--- src/rtl/mem_port_arbiter_if.sv ---
// mem_port_arbiter_if: IF and MEM requester ports, pipeline stalls
// and the shared single-port RAM port of the memory arbiter.
interface mem_port_arbiter_if #(
  parameter int ADDR_W = 14,
  parameter int DATA_W = 32
);
  logic              if_req;
  logic [ADDR_W-1:0] if_addr;
  logic              if_ack;
  logic [DATA_W-1:0] if_rdata;

  logic              mem_req;
  logic              mem_we;
  logic [ADDR_W-1:0] mem_addr;
  logic [DATA_W-1:0] mem_wdata;
  logic              mem_ack;
  logic [DATA_W-1:0] mem_rdata;

  logic              stall_if;
  logic              stall_mem;

  logic              ram_en;
  logic              ram_we;
  logic [ADDR_W-1:0] ram_addr;
  logic [DATA_W-1:0] ram_wdata;
  logic [DATA_W-1:0] ram_rdata;

  modport slave (
    input  if_req, if_addr,
    input  mem_req, mem_we, mem_addr, mem_wdata,
    input  ram_rdata,
    output if_ack, if_rdata,
    output mem_ack, mem_rdata,
    output stall_if, stall_mem,
    output ram_en, ram_we, ram_addr, ram_wdata
  );

  modport master (
    output if_req, if_addr,
    output mem_req, mem_we, mem_addr, mem_wdata,
    output ram_rdata,
    input  if_ack, if_rdata,
    input  mem_ack, mem_rdata,
    input  stall_if, stall_mem,
    input  ram_en, ram_we, ram_addr, ram_wdata
  );
endinterface

--- src/rtl/mem_port_arbiter.sv ---
// mem_port_arbiter: shares one single-port sync RAM between fetch
// and the MEM stage; MEM wins ties, a starve count forces IF through.
module mem_port_arbiter #(
  parameter int ADDR_W     = 14,
  parameter int DATA_W     = 32,
  parameter int RAM_LAT    = 1,
  parameter int STARVE_MAX = 4
) (
  input  logic              clk,
  input  logic              rst,
  mem_port_arbiter_if.slave bus
);

  typedef enum logic [1:0] {
    IDLE,
    ISSUE,
    WAIT,
    RESP
  } state_t;

  localparam logic [3:0] STARVE_LIM = 4'(STARVE_MAX);
  localparam logic [2:0] LAT        = 3'(RAM_LAT);

  state_t            state_q, state_d;
  logic              owner_if_q, owner_if_d;
  logic              wr_q, wr_d;
  logic [3:0]        starve_q, starve_d;
  logic [2:0]        cnt_q, cnt_d;
  logic              ram_en_q, ram_en_d;
  logic              ram_we_q, ram_we_d;
  logic [ADDR_W-1:0] ram_addr_q, ram_addr_d;
  logic [DATA_W-1:0] ram_wdata_q, ram_wdata_d;
  logic              if_ack_q, if_ack_d;
  logic              mem_ack_q, mem_ack_d;
  logic [DATA_W-1:0] if_rdata_q, if_rdata_d;
  logic [DATA_W-1:0] mem_rdata_q, mem_rdata_d;
  logic              both_req;
  logic              if_only;
  logic              win_if;

  // Pick the winner: MEM on a tie unless IF has lost too often.
  always_comb begin
    both_req = bus.if_req & bus.mem_req;
    if_only  = bus.if_req & ~bus.mem_req;
    win_if   = 1'b0;
    unique case (1'b1)
      both_req: win_if = (starve_q == STARVE_LIM);
      if_only:  win_if = 1'b1;
      default:  win_if = 1'b0;
    endcase
  end

  // Sequence one RAM access: grant, issue, wait out latency, ack.
  always_comb begin
    state_d     = state_q;
    owner_if_d  = owner_if_q;
    wr_d        = wr_q;
    starve_d    = starve_q;
    cnt_d       = cnt_q;
    ram_en_d    = 1'b0;
    ram_we_d    = 1'b0;
    ram_addr_d  = ram_addr_q;
    ram_wdata_d = ram_wdata_q;
    if_ack_d    = 1'b0;
    mem_ack_d   = 1'b0;
    if_rdata_d  = if_rdata_q;
    mem_rdata_d = mem_rdata_q;
    unique case (state_q)
      IDLE: begin
        if (bus.if_req || bus.mem_req) begin
          state_d    = ISSUE;
          owner_if_d = win_if;
          ram_en_d   = 1'b1;
          if (win_if) begin
            wr_d       = 1'b0;
            ram_addr_d = bus.if_addr;
            starve_d   = 4'd0;
          end else begin
            wr_d        = bus.mem_we;
            ram_we_d    = bus.mem_we;
            ram_addr_d  = bus.mem_addr;
            ram_wdata_d = bus.mem_wdata;
            if (bus.if_req && starve_q != STARVE_LIM) begin
              starve_d = starve_q + 4'd1;
            end
          end
        end
      end
      ISSUE: begin
        cnt_d   = LAT;
        state_d = WAIT;
      end
      WAIT: begin
        if (cnt_q == 3'd1) begin
          state_d = RESP;
          if (owner_if_q) begin
            if_rdata_d = bus.ram_rdata;
            if_ack_d   = 1'b1;
          end else begin
            mem_rdata_d = wr_q ? '0 : bus.ram_rdata;
            mem_ack_d   = 1'b1;
          end
        end else begin
          cnt_d = cnt_q - 3'd1;
        end
      end
      RESP: begin
        state_d = IDLE;
      end
      default: begin
        state_d = IDLE;
      end
    endcase
  end

  // State and registered outputs; reset aborts any access in flight.
  always_ff @(posedge clk) begin
    if (!rst) begin
      state_q     <= IDLE;
      owner_if_q  <= 1'b0;
      wr_q        <= 1'b0;
      starve_q    <= 4'd0;
      cnt_q       <= 3'd0;
      ram_en_q    <= 1'b0;
      ram_we_q    <= 1'b0;
      ram_addr_q  <= '0;
      ram_wdata_q <= '0;
      if_ack_q    <= 1'b0;
      mem_ack_q   <= 1'b0;
      if_rdata_q  <= '0;
      mem_rdata_q <= '0;
    end else begin
      state_q     <= state_d;
      owner_if_q  <= owner_if_d;
      wr_q        <= wr_d;
      starve_q    <= starve_d;
      cnt_q       <= cnt_d;
      ram_en_q    <= ram_en_d;
      ram_we_q    <= ram_we_d;
      ram_addr_q  <= ram_addr_d;
      ram_wdata_q <= ram_wdata_d;
      if_ack_q    <= if_ack_d;
      mem_ack_q   <= mem_ack_d;
      if_rdata_q  <= if_rdata_d;
      mem_rdata_q <= mem_rdata_d;
    end
  end

  assign bus.ram_en    = ram_en_q;
  assign bus.ram_we    = ram_we_q;
  assign bus.ram_addr  = ram_addr_q;
  assign bus.ram_wdata = ram_wdata_q;
  assign bus.if_ack    = if_ack_q;
  assign bus.if_rdata  = if_rdata_q;
  assign bus.mem_ack   = mem_ack_q;
  assign bus.mem_rdata = mem_rdata_q;
  assign bus.stall_if  = bus.if_req & ~if_ack_q;
  assign bus.stall_mem = bus.mem_req & ~mem_ack_q;

endmodule

--- src/flat_wrapper.sv ---
// flat-port wrapper written by rule: the top's interface ports become plain ports
module mem_port_arbiter_flat 
#(
  parameter int ADDR_W     = 14,
  parameter int DATA_W     = 32,
  parameter int RAM_LAT    = 1,
  parameter int STARVE_MAX = 4
)
  (clk, rst, bus_if_req, bus_if_addr, bus_mem_req, bus_mem_we, bus_mem_addr, bus_mem_wdata, bus_ram_rdata, bus_if_ack, bus_if_rdata, bus_mem_ack, bus_mem_rdata, bus_stall_if, bus_stall_mem, bus_ram_en, bus_ram_we, bus_ram_addr, bus_ram_wdata);
  mem_port_arbiter_if #(.ADDR_W(ADDR_W), .DATA_W(DATA_W)) bus_i ();
  input  logic clk;
  input  logic rst;
  input wire logic [$bits(bus_i.if_req)-1:0] bus_if_req;
  input wire logic [$bits(bus_i.if_addr)-1:0] bus_if_addr;
  input wire logic [$bits(bus_i.mem_req)-1:0] bus_mem_req;
  input wire logic [$bits(bus_i.mem_we)-1:0] bus_mem_we;
  input wire logic [$bits(bus_i.mem_addr)-1:0] bus_mem_addr;
  input wire logic [$bits(bus_i.mem_wdata)-1:0] bus_mem_wdata;
  input wire logic [$bits(bus_i.ram_rdata)-1:0] bus_ram_rdata;
  output wire logic [$bits(bus_i.if_ack)-1:0] bus_if_ack;
  output wire logic [$bits(bus_i.if_rdata)-1:0] bus_if_rdata;
  output wire logic [$bits(bus_i.mem_ack)-1:0] bus_mem_ack;
  output wire logic [$bits(bus_i.mem_rdata)-1:0] bus_mem_rdata;
  output wire logic [$bits(bus_i.stall_if)-1:0] bus_stall_if;
  output wire logic [$bits(bus_i.stall_mem)-1:0] bus_stall_mem;
  output wire logic [$bits(bus_i.ram_en)-1:0] bus_ram_en;
  output wire logic [$bits(bus_i.ram_we)-1:0] bus_ram_we;
  output wire logic [$bits(bus_i.ram_addr)-1:0] bus_ram_addr;
  output wire logic [$bits(bus_i.ram_wdata)-1:0] bus_ram_wdata;
  assign bus_i.if_req = bus_if_req;
  assign bus_i.if_addr = bus_if_addr;
  assign bus_i.mem_req = bus_mem_req;
  assign bus_i.mem_we = bus_mem_we;
  assign bus_i.mem_addr = bus_mem_addr;
  assign bus_i.mem_wdata = bus_mem_wdata;
  assign bus_i.ram_rdata = bus_ram_rdata;
  assign bus_if_ack = bus_i.if_ack;
  assign bus_if_rdata = bus_i.if_rdata;
  assign bus_mem_ack = bus_i.mem_ack;
  assign bus_mem_rdata = bus_i.mem_rdata;
  assign bus_stall_if = bus_i.stall_if;
  assign bus_stall_mem = bus_i.stall_mem;
  assign bus_ram_en = bus_i.ram_en;
  assign bus_ram_we = bus_i.ram_we;
  assign bus_ram_addr = bus_i.ram_addr;
  assign bus_ram_wdata = bus_i.ram_wdata;
  mem_port_arbiter #(.ADDR_W(ADDR_W), .DATA_W(DATA_W), .RAM_LAT(RAM_LAT), .STARVE_MAX(STARVE_MAX)) u_core (.clk(clk), .rst(rst), .bus(bus_i));
endmodule
--- config.mk ---
export PLATFORM = sky130hd
export DESIGN_NAME = mem_port_arbiter_flat
export DESIGN_NICKNAME = d
export VERILOG_FILES = /design/src/rtl/mem_port_arbiter_if.sv /design/src/rtl/mem_port_arbiter.sv /design/src/flat_wrapper.sv
export SDC_FILE = /design/constraint.sdc
export NUM_CORES = 1
export LEC_CHECK = 0
export BUFFER_PORTS_ARGS = -buffer_cell sky130_fd_sc_hd__clkbuf_2
export CORE_MARGIN = 4
export CORE_UTILIZATION = 40
export CTS_BUF_LIST = sky130_fd_sc_hd__clkbuf_8 sky130_fd_sc_hd__clkbuf_16
export DETAILED_ROUTE_END_ITERATION = 8
export HOLD_SLACK_MARGIN = 0.06
export PLACE_DENSITY = 0.82
export SLEW_MARGIN = 20
export SYNTH_ARGS = -nofsm -noshare
export SYNTH_HDL_FRONTEND = slang
export SYNTH_SLANG_ARGS = --single-unit
--- constraint.sdc ---
create_clock -name clk -period 2.05 [get_ports clk]
set_clock_uncertainty 0.2 [all_clocks]
set_input_delay 0.5125 -clock clk [delete_from_list [all_inputs] [get_ports clk]]
set_output_delay 0.5125 -clock clk [all_outputs]
set_load 0.05 [all_outputs]
-- Word level (Yosys, flattened, before mapping)
Cells that the tools add are included.
- bits in registers: 125
- latch bits: 0
- input port bits: 97
- ROM bits: 0
- memories kept: 0
- word-level logic and storage cells: 62
- RAM bits: 0
- mux-type cells: 14
- eq/ne operators: 9
- add/sub/neg operators: 2
- divide/modulo/power cells: 0
- $lt $le $gt $ge: 0
- $mul: 0
- reductions and logical operators: 15
- bitwise logic cells: 9
- shift-type cells: 0
- operator list (kind ; count):
    $mux W32 ; 1
    $reduce_and A3 Y1 ; 6
    $mux W14 ; 1
    $mux W4 ; 2
    $pmux W2 S4 ; 1
    $reduce_and A2 Y1 ; 4
    $pmux W3 S2 ; 1
    $not A1 Y1 ; 5
    $add A4 B1 Y4 const B ; 1
    $and A1 B1 Y1 ; 4
    $eq A2 B2 Y1 const B ; 2
    $eq A4 B3 Y1 const B ; 1
    $mux W1 ; 4
    $mux W2 ; 2
    $ne A2 B1 Y1 const B ; 2
    $ne A4 B3 Y1 const B ; 1
    $reduce_bool A2 Y1 ; 2
    $eq A3 B1 Y1 const B ; 1
    $mux W3 ; 1
    $sub A3 B1 Y3 const B ; 1
    $eq A2 B1 Y1 const B ; 1
    $logic_not A2 Y1 ; 1
    $ne A2 B2 Y1 const B ; 1
    $pmux W1 S2 ; 1
    other kinds (2) ; 2

-- Logic depth before layout (Yosys ltp)
- word-level depth: 5
- depth in mapped cells: 8

-- Worst setup path before layout
No wires, ideal clock.
- path kind: input to output
- start point: input port bus_mem_req
- end point: output port bus_stall_mem
- stages: 2
- slack: -0.079 ns
- data arrival time: 1.417 ns
- path through: buf_2 -> nor2b_1
- cells in the longest elaborated chain, start to end: 1
- ends and longest elaborated chain (element ; line ; RTL):
    start: declaration ; flat_wrapper.sv:15 ; input wire logic [$bits(bus_i.mem_req)-1:0] bus_mem_req;
    $and A1 B1 Y1 ; mem_port_arbiter.sv:158 ; assign bus.stall_mem = bus.mem_req & ~mem_ack_q;
    end: declaration ; flat_wrapper.sv:25 ; output wire logic [$bits(bus_i.stall_mem)-1:0] bus_stall_mem;
No other way between the ends.

-- Worst setup path in the final report
Ends and elaborated chain as after synthesis.

==> out/qor.csv <==
metric;value;unit
post-layout instance count excluding filler cells;864;
vias per cell;4.99;
WL per Instance;14.0;microns
H-tree depth;4;
most common cell after layout, fill and taps aside;clkbuf_2;
switch share;0.362;
Synth Area in Compound Gates;0.194;
dpl hpwl;8490;microns
# diodes;0;
post-CTS setup buffer count;0;
crit-path cells;clkbuf_2 > nor2b_2 > clkbuf_2;
total iterations of the first detailed-routing run;5;
Clk pwr share;0.363;
CTS Root Buffer Type;clkbuf_16;
final wirelength;12100;microns
Mapped Area;4500;sq um
Iter 0 DRT Violations;353;
cell internal pwr;5.04;mW
HP Class;primary input to register;
Synth top area share;0.556;
residual DRC count;0;
unrepaired setup endpoints after global routing;false;
Worst-Margin Slew;0.401;ns
Bufs and invs on worst path;2;
vias post-DR;4312;
Synth async-reset ratio;0;
synth warn;0;
run status;finished, final reports clean;
Comb power frac;0.278;
family with the most delay on the worst path;buffers and inverters;
Die Ht;114;microns
sequential cell area fraction in the yosys report;0.556;
total negative slack;0;ns
Area Growth Syn to Fin;40.4;%
Max rail drop VDD;0.941;mV
Post-DP Area;5740;sq um
gr usage total;0.181;
final period utilization;0.915;
Syn Inst Count;502;
PD cells;1250;nW/um^2
Placed Instances;832;
Synth Register Bits;125;
hold depth;3;
Distinct cells, synth;35;
number of I/O pins;213;
Final Setup Violations;0;
CP required;1.34;ns
Setup CP Type;primary input to output pin;
Critical Path Slowest Stage Cell;clkbuf_2;
average size of a mapped cell;8.97;sq um
CORE AREA;10900;sq um
CP arrival;1.16;ns
GPL Wtd Cong;0.813;
row cnt;38;
initial antenna violation count;0;
startpoint types;primary input;
Max Cap Viol;0;
initial core utilization;0.412;
post-synthesis mux area share;0.00445;
Seq pwr share;0.360;
area share of fa/ha/maj cells after synthesis;0.0222;
CTS tree;done;
largest net degree at the start of global routing;91;
vias in the first global route;3979;
Sw Pwr;2.87;mW
Clk Latency, worst-skew pair;0.40;ns
largest family of logic cells by synthesized area;compound AO/OA/AOI/OAI gates;
Die Footprint;13000;sq um
fin crit period;1.88;ns
Max FO, Critical Path;10;
xor and xnor area share after synthesis;0;
Main synth FF type;dfxtp_1;
cts-stage hold buffer count;0;
Post-Synth Simple-Gate Area;0.178;
max frequency;0.533;GHz
clock slew at reported path FFs;0.06;ns
grt ovf;0;
Synth area leaders;dfxtp_1 56%, nand2_1 13%, a21oi_1 9.0%, a22o_1 6.2%, a32oi_1 2.7%;
CP max stage delay;0.27;ns
most used cell, CP;clkbuf_2;
global-route wire length before repair;19100;microns
Num CTS Buffers;17;
P_leak;2.85;nW
Post-synth EDFFs;0;
Post-Layout Inst Area;6320;sq um
post-CTS resize count;0;
clock sinks;125;
max-slew violation count;0;
most frequent cells in the layout;212 x clkbuf_2, 151 x nand2_1, 125 x dfxtp_1, 81 x a21oi_1, 32 x a22o_1;
relative slew slack;0.733;
post-route antenna net violation count;0;
cell taking the most area after synthesis;dfxtp_1;
PortBufs;212;
Die W;114;microns
layout cells sized above 1;0.365;
clock buffer depth;2;
CP endpoint kind;output pin;
R2R cell count;6;
Critical Path Stages;3;
Syn Nets;607;
final count of hold timing violations;0;
# nets final;816;
## metal layers
metal,up-vias,wire [microns],track usage
met5,-,0,0
met4,0,161,0.0546
met3,13,1060,0.0666
met2,168,5880,0.306
met1,1988,5020,0.216
li1,2143,-,-
## path summary, 6_finish.rpt
check | from | end | slack [ns]
setup / recovery | bus_mem_req | bus_stall_mem | 0.17
hold / removal | bus_mem_wdata[20] | u_core.bus.ram_wdata[20] | 0.13
setup reg to reg | u_core.cnt_q[1] | u_core.bus.mem_rdata[31] | 0.21
hold reg to reg | u_core.bus.ram_wdata[7] | u_core.bus.ram_wdata[7] | 0.25
## synthesized netlist by cell type, drive strengths merged (2+ instances only)
cell,number
mux2i,2
clkbuf,15
o21ai,2
a32oi,14
dfxtp,125
nand2,152
nand2b,2
ha,8
nor3b,3
nand3,3
buf,20
and3,3
a31oi,2
a22o,32
nor2,11
nor2b,3
a22oi,2
a21oi,81
inv,7
nand4b,3
nor3,4
## through the flow
step           hold WS, ns  utilization  setup WS (ns)  power, mW
6_report             0.129        0.578          0.174       7.91
5_1_grt              0.115        0.578         0.0515       8.31
4_1_cts              0.114        0.578          0.175       8.00
3_5_place_dp         0.246        0.525          0.176       5.10
3_3_place_gp         0.241        0.525          0.187       5.06
2_1_floorplan        0.262            -          0.110       4.48
## worst min-delay path: stages
cell	delay, ns
clkbuf_2	0.08
nand2_1	0.04
a21oi_1	0.05
## registers in the layout (all words and copies together) (netlist names)
register / flops
u_core.wr_q: 1
u_core.starve_q: 4
u_core.bus.ram_addr: 14
u_core.bus.mem_ack: 1
u_core.bus.if_ack: 1
u_core.bus.ram_we: 1
u_core.bus.ram_en: 1
u_core.bus.if_rdata: 32
u_core.cnt_q: 3
u_core.bus.mem_rdata: 32
u_core.bus.ram_wdata: 32
u_core.owner_if_q: 1
u_core.state_q: 2
## cell type report
type                            instances  area, sq um
Clock inverter                         15          149
Clock buffer                           17          425
Sequential cell                       125         2500
Tap cell                              140          175
Timing Repair Buffer                  225         1230
Inverter                                7         26.3
Multi-Input combinational cell        335         1810
Fill cell                             976         4620
## logic make-up after synthesis
group | Yosys count
buffers and inverters | 42
adders and majority gates | 8
muxes | 2
DFF | 125
AOI/OAI and AO/OA | 136
and+or+nand+nor | 189
## power by group through the flow
stage               clock [mW]  combinational, mW  sequential [mW]
floorplan                    0              0.881             3.60
global placement             0               2.18             2.88
detailed placement           0               2.21             2.89
CTS                       2.94               2.22             2.84
global route              3.05               2.38             2.88
finish                    2.87               2.19             2.84
(Power assumes the default switching activity.)
